`src/rtl/keypad_scanner.sv`:
```
// keypad_scanner: 4x4 matrix keypad column scan with press/release debounce and a valid/ready key output.
// Optional feature: define KEYPAD_REPEAT_EN to emit auto-repeat codes while a key stays held.
module keypad_scanner #(
    parameter int unsigned SCAN_DIV        = 48000,
    parameter int unsigned DEBOUNCE_FRAMES = 4,
    parameter int unsigned REPEAT_FRAMES   = 64
) (
    input  logic       clk,
    input  logic       rst,
    input  logic [3:0] row_n,
    output logic [3:0] col_n,
    output logic [3:0] key_code,
    output logic       key_valid,
    input  logic       key_ready,
    output logic       key_held,
    output logic       overflow,
    input  logic       ovf_clr
);
    localparam int unsigned SLOT_W = (SCAN_DIV > 1) ? $clog2(SCAN_DIV) : 1;
    localparam int unsigned DB_W   = $clog2(DEBOUNCE_FRAMES + 1);
    localparam int unsigned RPT_W  = (REPEAT_FRAMES > 1) ? $clog2(REPEAT_FRAMES) : 1;
    localparam logic [SLOT_W-1:0] SLOT_LAST = SLOT_W'(SCAN_DIV - 1);
    localparam logic [DB_W-1:0]   DB_LAST   = DB_W'(DEBOUNCE_FRAMES);
    localparam logic [RPT_W-1:0]  RPT_LAST  = RPT_W'(REPEAT_FRAMES - 1);
`ifdef KEYPAD_REPEAT_EN
    localparam bit RPT_ON = 1'b1;
`else
    localparam bit RPT_ON = 1'b0;
`endif

    typedef enum logic [1:0] {SCAN_IDLE, PRESS_DB, PRESSED, REL_DB} state_t;

    logic [3:0]        row_meta, row_s;
    logic [SLOT_W-1:0] slot_cnt;
    logic [1:0]        col_idx;
    logic [15:0]       frame_acc, frame_c;
    logic              slot_end_c, frame_end_c;
    logic [4:0]        n_set_c;
    logic [3:0]        code_c;
    logic              none_c, single_c;

    state_t            state, state_nx;
    logic [DB_W-1:0]   db_cnt, db_cnt_nx;
    logic [3:0]        cand, cand_nx;
    logic [RPT_W-1:0]  rpt_cnt, rpt_cnt_nx;
    logic              accept_c;

    // Two-flop synchronizer for the asynchronous rows
    always_ff @(posedge clk or posedge rst) begin
        if (rst) begin
            row_meta <= 4'hF;
            row_s    <= 4'hF;
        end else begin
            row_meta <= row_n;
            row_s    <= row_meta;
        end
    end

    assign slot_end_c  = (slot_cnt == SLOT_LAST);
    assign frame_end_c = slot_end_c && (col_idx == 2'd3);

    // Frame bitmap including the current column's sample; bit index = {row, col}
    always_comb begin
        frame_c = frame_acc;
        for (int r = 0; r < 4; r++) begin
            if (!row_s[r]) frame_c[{2'(r), col_idx}] = 1'b1;
        end
    end

    always_comb begin
        n_set_c = '0;
        code_c  = '0;
        for (int i = 0; i < 16; i++) begin
            if (frame_c[i]) begin
                n_set_c = n_set_c + 5'd1;
                code_c  = 4'(i);
            end
        end
    end

    assign none_c   = (n_set_c == 5'd0);
    assign single_c = (n_set_c == 5'd1);

    always_ff @(posedge clk or posedge rst) begin
        if (rst) begin
            slot_cnt  <= '0;
            col_idx   <= '0;
            col_n     <= 4'b1110;
            frame_acc <= '0;
        end else if (slot_end_c) begin
            slot_cnt  <= '0;
            col_idx   <= col_idx + 2'd1;
            col_n     <= {col_n[2:0], col_n[3]};
            frame_acc <= frame_end_c ? 16'h0000 : frame_c;
        end else begin
            slot_cnt  <= slot_cnt + SLOT_W'(1);
        end
    end

    always_ff @(posedge clk or posedge rst) begin
        if (rst) begin
            state   <= SCAN_IDLE;
            db_cnt  <= '0;
            cand    <= '0;
            rpt_cnt <= '0;
        end else begin
            state   <= state_nx;
            db_cnt  <= db_cnt_nx;
            cand    <= cand_nx;
            rpt_cnt <= rpt_cnt_nx;
        end
    end

    // Debounce FSM, advancing only on the frame evaluation cycle
    always_comb begin
        state_nx   = state;
        db_cnt_nx  = db_cnt;
        cand_nx    = cand;
        rpt_cnt_nx = rpt_cnt;
        accept_c   = 1'b0;
        if (frame_end_c) begin
            case (state)
                SCAN_IDLE: begin
                    if (single_c) begin
                        cand_nx = code_c;
                        if (DEBOUNCE_FRAMES == 1) begin
                            accept_c   = 1'b1;
                            state_nx   = PRESSED;
                            db_cnt_nx  = '0;
                            rpt_cnt_nx = '0;
                        end else begin
                            db_cnt_nx = DB_W'(1);
                            state_nx  = PRESS_DB;
                        end
                    end
                end
                PRESS_DB: begin
                    if (single_c && (code_c == cand)) begin
                        if (db_cnt + DB_W'(1) == DB_LAST) begin
                            accept_c   = 1'b1;
                            state_nx   = PRESSED;
                            db_cnt_nx  = '0;
                            rpt_cnt_nx = '0;
                        end else begin
                            db_cnt_nx = db_cnt + DB_W'(1);
                        end
                    end else if (single_c) begin
                        cand_nx   = code_c;
                        db_cnt_nx = DB_W'(1);
                    end else begin
                        state_nx  = SCAN_IDLE;
                        db_cnt_nx = '0;
                    end
                end
                PRESSED: begin
                    if (none_c) begin
                        rpt_cnt_nx = '0;
                        if (DEBOUNCE_FRAMES == 1) begin
                            state_nx  = SCAN_IDLE;
                            db_cnt_nx = '0;
                        end else begin
                            state_nx  = REL_DB;
                            db_cnt_nx = DB_W'(1);
                        end
                    end else begin
                        db_cnt_nx = '0;
                        if (RPT_ON && single_c && (code_c == cand)) begin
                            if (rpt_cnt == RPT_LAST) begin
                                accept_c   = 1'b1;
                                rpt_cnt_nx = '0;
                            end else begin
                                rpt_cnt_nx = rpt_cnt + RPT_W'(1);
                            end
                        end
                    end
                end
                REL_DB: begin
                    rpt_cnt_nx = '0;
                    if (none_c) begin
                        if (db_cnt + DB_W'(1) == DB_LAST) begin
                            state_nx  = SCAN_IDLE;
                            db_cnt_nx = '0;
                        end else begin
                            db_cnt_nx = db_cnt + DB_W'(1);
                        end
                    end else begin
                        state_nx  = PRESSED;
                        db_cnt_nx = '0;
                    end
                end
                default: state_nx = SCAN_IDLE;
            endcase
        end
    end

    // Output handshake: a press accepted while a code is still pending is dropped and flagged
    always_ff @(posedge clk or posedge rst) begin
        if (rst) begin
            key_code  <= '0;
            key_valid <= 1'b0;
            key_held  <= 1'b0;
            overflow  <= 1'b0;
        end else begin
            key_held <= (state_nx == PRESSED) || (state_nx == REL_DB);
            if (accept_c && (!key_valid || key_ready)) begin
                key_code  <= code_c;
                key_valid <= 1'b1;
            end else if (key_valid && key_ready) begin
                key_valid <= 1'b0;
            end
            if (ovf_clr) begin
                overflow <= 1'b0;
            end else if (accept_c && key_valid && !key_ready) begin
                overflow <= 1'b1;
            end
        end
    end

endmodule

```
`config.mk`:
```
export PLATFORM = sky130hd
export DESIGN_NAME = keypad_scanner
export DESIGN_NICKNAME = d
export VERILOG_FILES = /design/src/rtl/keypad_scanner.sv
export SDC_FILE = /design/constraint.sdc
export NUM_CORES = 1
export LEC_CHECK = 0
export ABC_AREA = 1
export CAP_MARGIN = 20
export CORE_AREA = 5 5 126 158
export DETAILED_ROUTE_END_ITERATION = 16
export DIE_AREA = 0 0 131 163
export DONT_BUFFER_PORTS = 1
export PLACE_DENSITY = 0.51
export SLEW_MARGIN = 20
export SYNTH_ARGS = -nofsm -noshare
export SYNTH_HDL_FRONTEND = slang
export SYNTH_SLANG_ARGS = --single-unit
```
`constraint.sdc`:
```
create_clock -name clk -period 11.2 [get_ports clk]
set_input_delay 0.56 -clock clk [delete_from_list [all_inputs] [get_ports clk]]
set_output_delay 0.56 -clock clk [all_outputs]
set_load 0.005 [all_outputs]
```
After elaboration in Yosys (flattened, before gate mapping)

Index checks and enable logic that the tools add are counted.

Register bits: 62
Latch bits: 0
Memory bits (writable): 0
Bits in read-only memories: 0
Word-level logic and storage cells: 148
Memories kept: 0

$add $sub $neg: 18
Multiply operators: 0
Div/mod/pow operators: 0
Order comparisons: 8
Eq/ne operators: 12
Shifts and indexed selects: 0
Muxes and demuxes: 72
Bitwise logic cells: 4
Reduce and logical (&&, ||, !) cells: 21

Operator list:

| operator                                                                            | number |
|---|---|
| 16-bit 2-to-1 mux                                                                   | 6 |
| 5-bit by 1-bit adder with 5-bit output, second input constant                       | 15 |
| 5-bit 2-to-1 mux                                                                    | 15 |
| 4-bit 2-to-1 mux                                                                    | 16 |
| 16-bit by 1-bit adder with 16-bit output, second input constant                     | 1 |
| 16-bit == test, second input constant                                               | 1 |
| 1-bit 2-to-1 mux                                                                    | 16 |
| 2-bit 2-to-1 mux                                                                    | 8 |
| 16-bit by 12-bit OR with 16-bit output                                              | 1 |
| 16-bit OR                                                                           | 1 |
| 16-bit by 4-bit OR with 16-bit output                                               | 1 |
| 16-bit by 8-bit OR with 16-bit output                                               | 1 |
| 3-bit 2-to-1 mux                                                                    | 4 |
| 3-bit one-hot mux with 4 select lines                                               | 1 |
| 2-bit == test, second input constant                                                | 5 |
| 1-bit logical AND                                                                   | 10 |
| 4-bit by 5-bit < comparator with 1-bit output, second input constant                | 2 |
| 1-bit demux with 2-bit select                                                       | 4 |
| 4-bit by 1-bit greater-or-equal comparator with 1-bit output, second input constant | 2 |
| 2-bit one-hot mux with 4 select lines                                               | 1 |
| 4-bit one-hot mux with 2 select lines                                               | 1 |
| 2-bit nonzero test                                                                  | 3 |
| 5-bit by 1-bit == test with 1-bit output, second input constant                     | 1 |
| 5-bit logical NOT                                                                   | 1 |
| other kinds (15)                                                                    | 18 |

Longest topological paths before layout

Word-level depth: 52
Depth in mapped cells: 66

Worst setup path after synthesis

Ideal clock, no wire load.

Kind: flip-flop to flip-flop
Start: register col_idx[0]
End: register cand[0]
Data arrival time: 8780 ps
Path slack: 2293 ps
Cell stages (with the launch flop): 60
Buffers on the path: 1
Clock period less this slack: 8907 ps
Cells stage by stage: dfrtp_1 -> inv_1 -> ha_1 -> buf_4 -> nand2_1 -> nand2_2 -> inv_1 -> nand2_1 -> nand2_1 -> inv_1 -> ha_1 -> nand2_1 -> nand2_1 -> ha_1 -> or2_2 -> nand2_1 -> inv_1 -> ha_1 -> [24 not listed] -> o21ai_0 -> inv_1 -> ha_1 -> o21ai_0 -> inv_1 -> ha_1 -> o21ai_0 -> inv_1 -> ha_1 -> nand2_1 -> o21ai_0 -> inv_1 -> nand3_1 -> nand3b_1 -> nor2_4 -> o2111ai_4 -> nand2_1 -> o21ai_1

Word-level cells in the longest chain between the ends: 47
Elaborated cells on any way between the ends: 84
Classes of those cells: 15 x add/sub; 8 x order compare; 4 x eq/ne; 46 x mux; 4 x bitwise; 7 x reduce/logical

RTL lines:

| element                                                                                                                                             | RTL line      | source |
|---|---|---|
| from (decl)                                                                                                                                         | 35            | `logic [1:0] col_idx;` |
| from (signal assigned)                                                                                                                              | 92            | `col_idx <= col_idx + 2'd1;` |
| 2-bit by 5-bit < comparator with 1-bit output (implied by the code) or 2-bit by 1-bit greater-or-equal comparator with 1-bit output (tied branches) | 66            | `if (!row_s[r]) frame_c[{2'(r), col_idx}] = 1'b1;` |
| 1-bit logical AND (implied by the code)                                                                                                             | 66            |  |
| 1-bit 2-to-1 mux (implied by the code)                                                                                                              | 66            |  |
| 1-bit demux with 2-bit select                                                                                                                       | 66            |  |
| 16-bit by 4-bit OR with 16-bit output (no source line)                                                                                              | --            |  |
| 16-bit 2-to-1 mux                                                                                                                                   | 66            |  |
| 16-bit by 8-bit OR with 16-bit output (no source line)                                                                                              | --            |  |
| 16-bit 2-to-1 mux                                                                                                                                   | 66            |  |
| [31 not listed]                                                                                                                                     | --            |  |
| 5-bit by 1-bit adder with 5-bit output                                                                                                              | 75            | `n_set_c = n_set_c + 5'd1;` |
| 5-bit 2-to-1 mux                                                                                                                                    | 74            | `if (frame_c[i]) begin` |
| 5-bit by 1-bit adder with 5-bit output                                                                                                              | 75            |  |
| 5-bit 2-to-1 mux                                                                                                                                    | 74            |  |
| 5-bit by 1-bit == test with 1-bit output                                                                                                            | 82            | `assign single_c = (n_set_c == 5'd1);` |
| 4-bit 2-to-1 mux or 1-bit logical AND (tied branches)                                                                                               | 124, 147, 138 |  |
| 4-bit 2-to-1 mux or 2-bit != test (tied branches)                                                                                                   | --            |  |
| 4-bit one-hot mux with 2 select lines or 3-bit AND reduction (tied branches)                                                                        | --            |  |
| to (signal assigned)                                                                                                                                | 109           | `cand <= cand_nx;` |
| to (decl)                                                                                                                                           | 44            | `logic [3:0] cand, cand_nx;` |

Several ways; a longest one is shown, not always the timed one. The select of a mux whose other input is x is not followed.
A chain may end at the register's enable or synchronous reset.

Worst setup path in the final report

Start: register col_idx[0]
End: register cand[2]

The elaborated chain is that of the path after synthesis.

==> results.cfg <==
[run_status]
outcome = completed

[floorplan]
fp.coreArea_mm2 = 0.0184
die_area_mm2 = 0.0214
start_util_pct = 25.4
fp-row-count = 56
die_w_um = 131
io_pins = 19
dieHeight_um = 163

[setup_path]
worst_path_max_delay_cell = ha_1
critical_path_peak_fanout = 8
r2r_slack_ns = 1.55
crit_required_ns = 11.40
max_stage_delay_ns = 0.43
critPathLaunchType = flip-flop
cp-startpoint = col_idx[0]
worstSetupPathType = reg -> reg
rr_endpoint = cand[2]
cp_common_cell = nand2_1
r2r-start = col_idx[0]
reg2reg_depth = 58
arrival_ns = 9.85
cp-endpoint = cand[2]
endpoint_kind = flip-flop

[drt]
vias = 4077
drcViolationCount = 0
viasPerCell = 4.36
wl_per_cell_um = 10.7
drt_iter0_drc = 136
ant_nets = 0
drt_pass1_iterations = 4
wirelength_mm = 10.0

[timing]
timing.final.crit_period_ns = 9.65
setup_viol = 0
worstMarginPinSlew_ns = 0.940
finClkSkew_ns = 0.00565
slew_headroom_pct = 36.9
drv_slew = 0
finalCritPeriodShare_pct = 86.2
rsz0062_at_grt = false
setup_tns_ns = 0
clock.fmax_mhz = 104
hold_viol = 0
fin_ws_ns = 1.55

[synth]
ys_seq_area_share_pct = 33.5
synth.avg_cell_area_um2 = 6.78
synth_edf_count = 0
synth_ff_type = dfrtp_1
synth_warnings = 0
synth_seq_cells = 62
yosysMostFrequentCell = nand2_1
synth-async-reset-ratio_pct = 100
synth_cells = 688
synth_area_leader_cell = dfrtp_1
netlist.area_leader.share_pct = 27.3
synthTopCellsByCount = nand2_1 (159), inv_1 (132), nand3_1 (74)
netlist-cell-type-count = 34
synthTopCellsByArea = dfrtp_1 (27%), nand2_1 (13%), inv_1 (11%)
synth_nets = 716
synth_area_mm2 = 0.00467

[layout]
multi_input_area_mm2 = 0.00257
finalNonFillerCells = 935
area_growth_pct = 13.1
regArea_mm2 = 0.00157
fillers = 2055
layout.nets = 726
drive_gt1_share_pct = 12.9
antenna_cells = 0

[min_path]
min-delay-start = row_n[0]
hold_class = in -> reg

[job]
cap_violations = 0

[global_route]
grt_start_max_net_pins = 63
grt_pass1_wl_mm = 17.8
track_usage_pct = 10.1
grt_pass1_vias = 3941
antenna_found_initial = 0
grt-ovfl-total = 0

[clock_tree]
clockRootBuffer = clkbuf_16
clkTransAtPathRegs_ns = 0.06
tritoncts = built
cts.sinks = 62
ctsHoldBuffers = 0
insertion_delay_ns = 0.33
cts_buffers = 9
cts_setup_buffers = 0
htreeDepth = 3
cts_resized = 0
cts_buffer_depth = 2

[placement]
io_buffers = 0
gp_congestion = 0.811
dp_hpwl_mm = 7.94
pre_cts_ws_ns = 1.50
dp_cells = 919

[power]
vdd_ir_drop_max_mv = 0.0726
p_per_area_mw_per_mm2 = 109
p_leak_nw = 2.79
## state kept, by name, summed over array words and instances, names as in the netlist
name       count
key_code       4
db_cnt         3
row_s          4
state          2
key_held       1
slot_cnt      16
frame_acc     16
col_n          4
row_meta       4
overflow       1
col_idx        2
key_valid      1
cand           4
## metrics by stage
step / hold slack (ns) / cell area, um^2 / power [mW] / util (%)
3_3_place_gp: 0.346 / 4950 / 0.278 / 27.0
6_report: 0.228 / 5280 / 0.574 / 28.7
4_1_cts: 0.210 / 5280 / 0.584 / 28.7
5_1_grt: 0.206 / 5280 / 0.602 / 28.7
3_5_place_dp: 0.347 / 4950 / 0.278 / 27.0
2_1_floorplan: 0.345 / 4670 / 0.270 / -
## per-layer routing
metal | routed length (um) | track usage [%] | up-vias | part of all wire, %
met1 | 4730 | 12.9 | 1832 | 47
met4 | 108 | 3.23 | 0 | 1.1
li1 | - | - | 2219 | -
met3 | 172 | 1.84 | 7 | 1.7
met2 | 5010 | 17.1 | 19 | 50
met5 | 0 | 0 | - | 0
## power breakdown
group	internal [mW]	switching, mW
clock network	0.200	0.101
registers	0.227	0.000657
logic	0.0141	0.0321
total	0.441	0.133
## cell families after synthesis
logic type	count (synthesis)	synth area share (%)
buffers and inverters	140	11.4
AOI/OAI and AO/OA	79	10.1
and+or+nand+nor	381	38.5
xor gates and xnor gates	6	1.13
adders and majority gates	20	5.36
DFF	62	33.5
## worst max-delay path, delay by kind of cell, from the launching register on
family	cells	cell delay, ns
flops	1	0.40
simple gates	29	3.58
compound gates	6	1.14
buf+inv	9	0.61
fa+ha+maj	14	3.79
## area by class of cell
type / instances / area share (%)
clock inverter: 6 / 1.61
sequential: 62 / 29.7
timing repair buffer: 2 / 0.284
tap: 232 / 5.50
clock buffer: 10 / 4.53
inverter: 137 / 9.74
multi-input combinational: 486 / 48.7
## worst min-delay path by stage
stage                       end  slack (ns)  depth (start not counted)
finish              row_meta[0]        0.23                          0
global route        row_meta[1]        0.21                          0
CTS                 row_meta[0]        0.21                          0
detailed placement     row_s[0]        0.35                          0
global placement       row_s[0]        0.35                          0
floorplan              row_s[0]        0.35                          0
## cells in the final DEF (no fill, tap or decap), types with 5 or more instances in the layout
cell type | netlist | routed
o21ai_0 | 25 | 25
inv_2 | 5 | 6
nand3_1 | 74 | 74
xor2_1 | 6 | 6
nand2_1 | 159 | 159
o21ai_1 | 7 | 7
nand4_1 | 20 | 20
a21oi_1 | 27 | 27
or2_2 | 5 | 5
clkbuf_16 | 0 | 9
nand3_2 | 10 | 10
nor2_1 | 62 | 62
nor3_1 | 8 | 8
inv_1 | 132 | 131
a31oi_1 | 9 | 9
dfrtp_1 | 51 | 51
ha_1 | 20 | 20
nand2_2 | 28 | 28
dfstp_2 | 11 | 11
(Power assumes the default switching activity.)
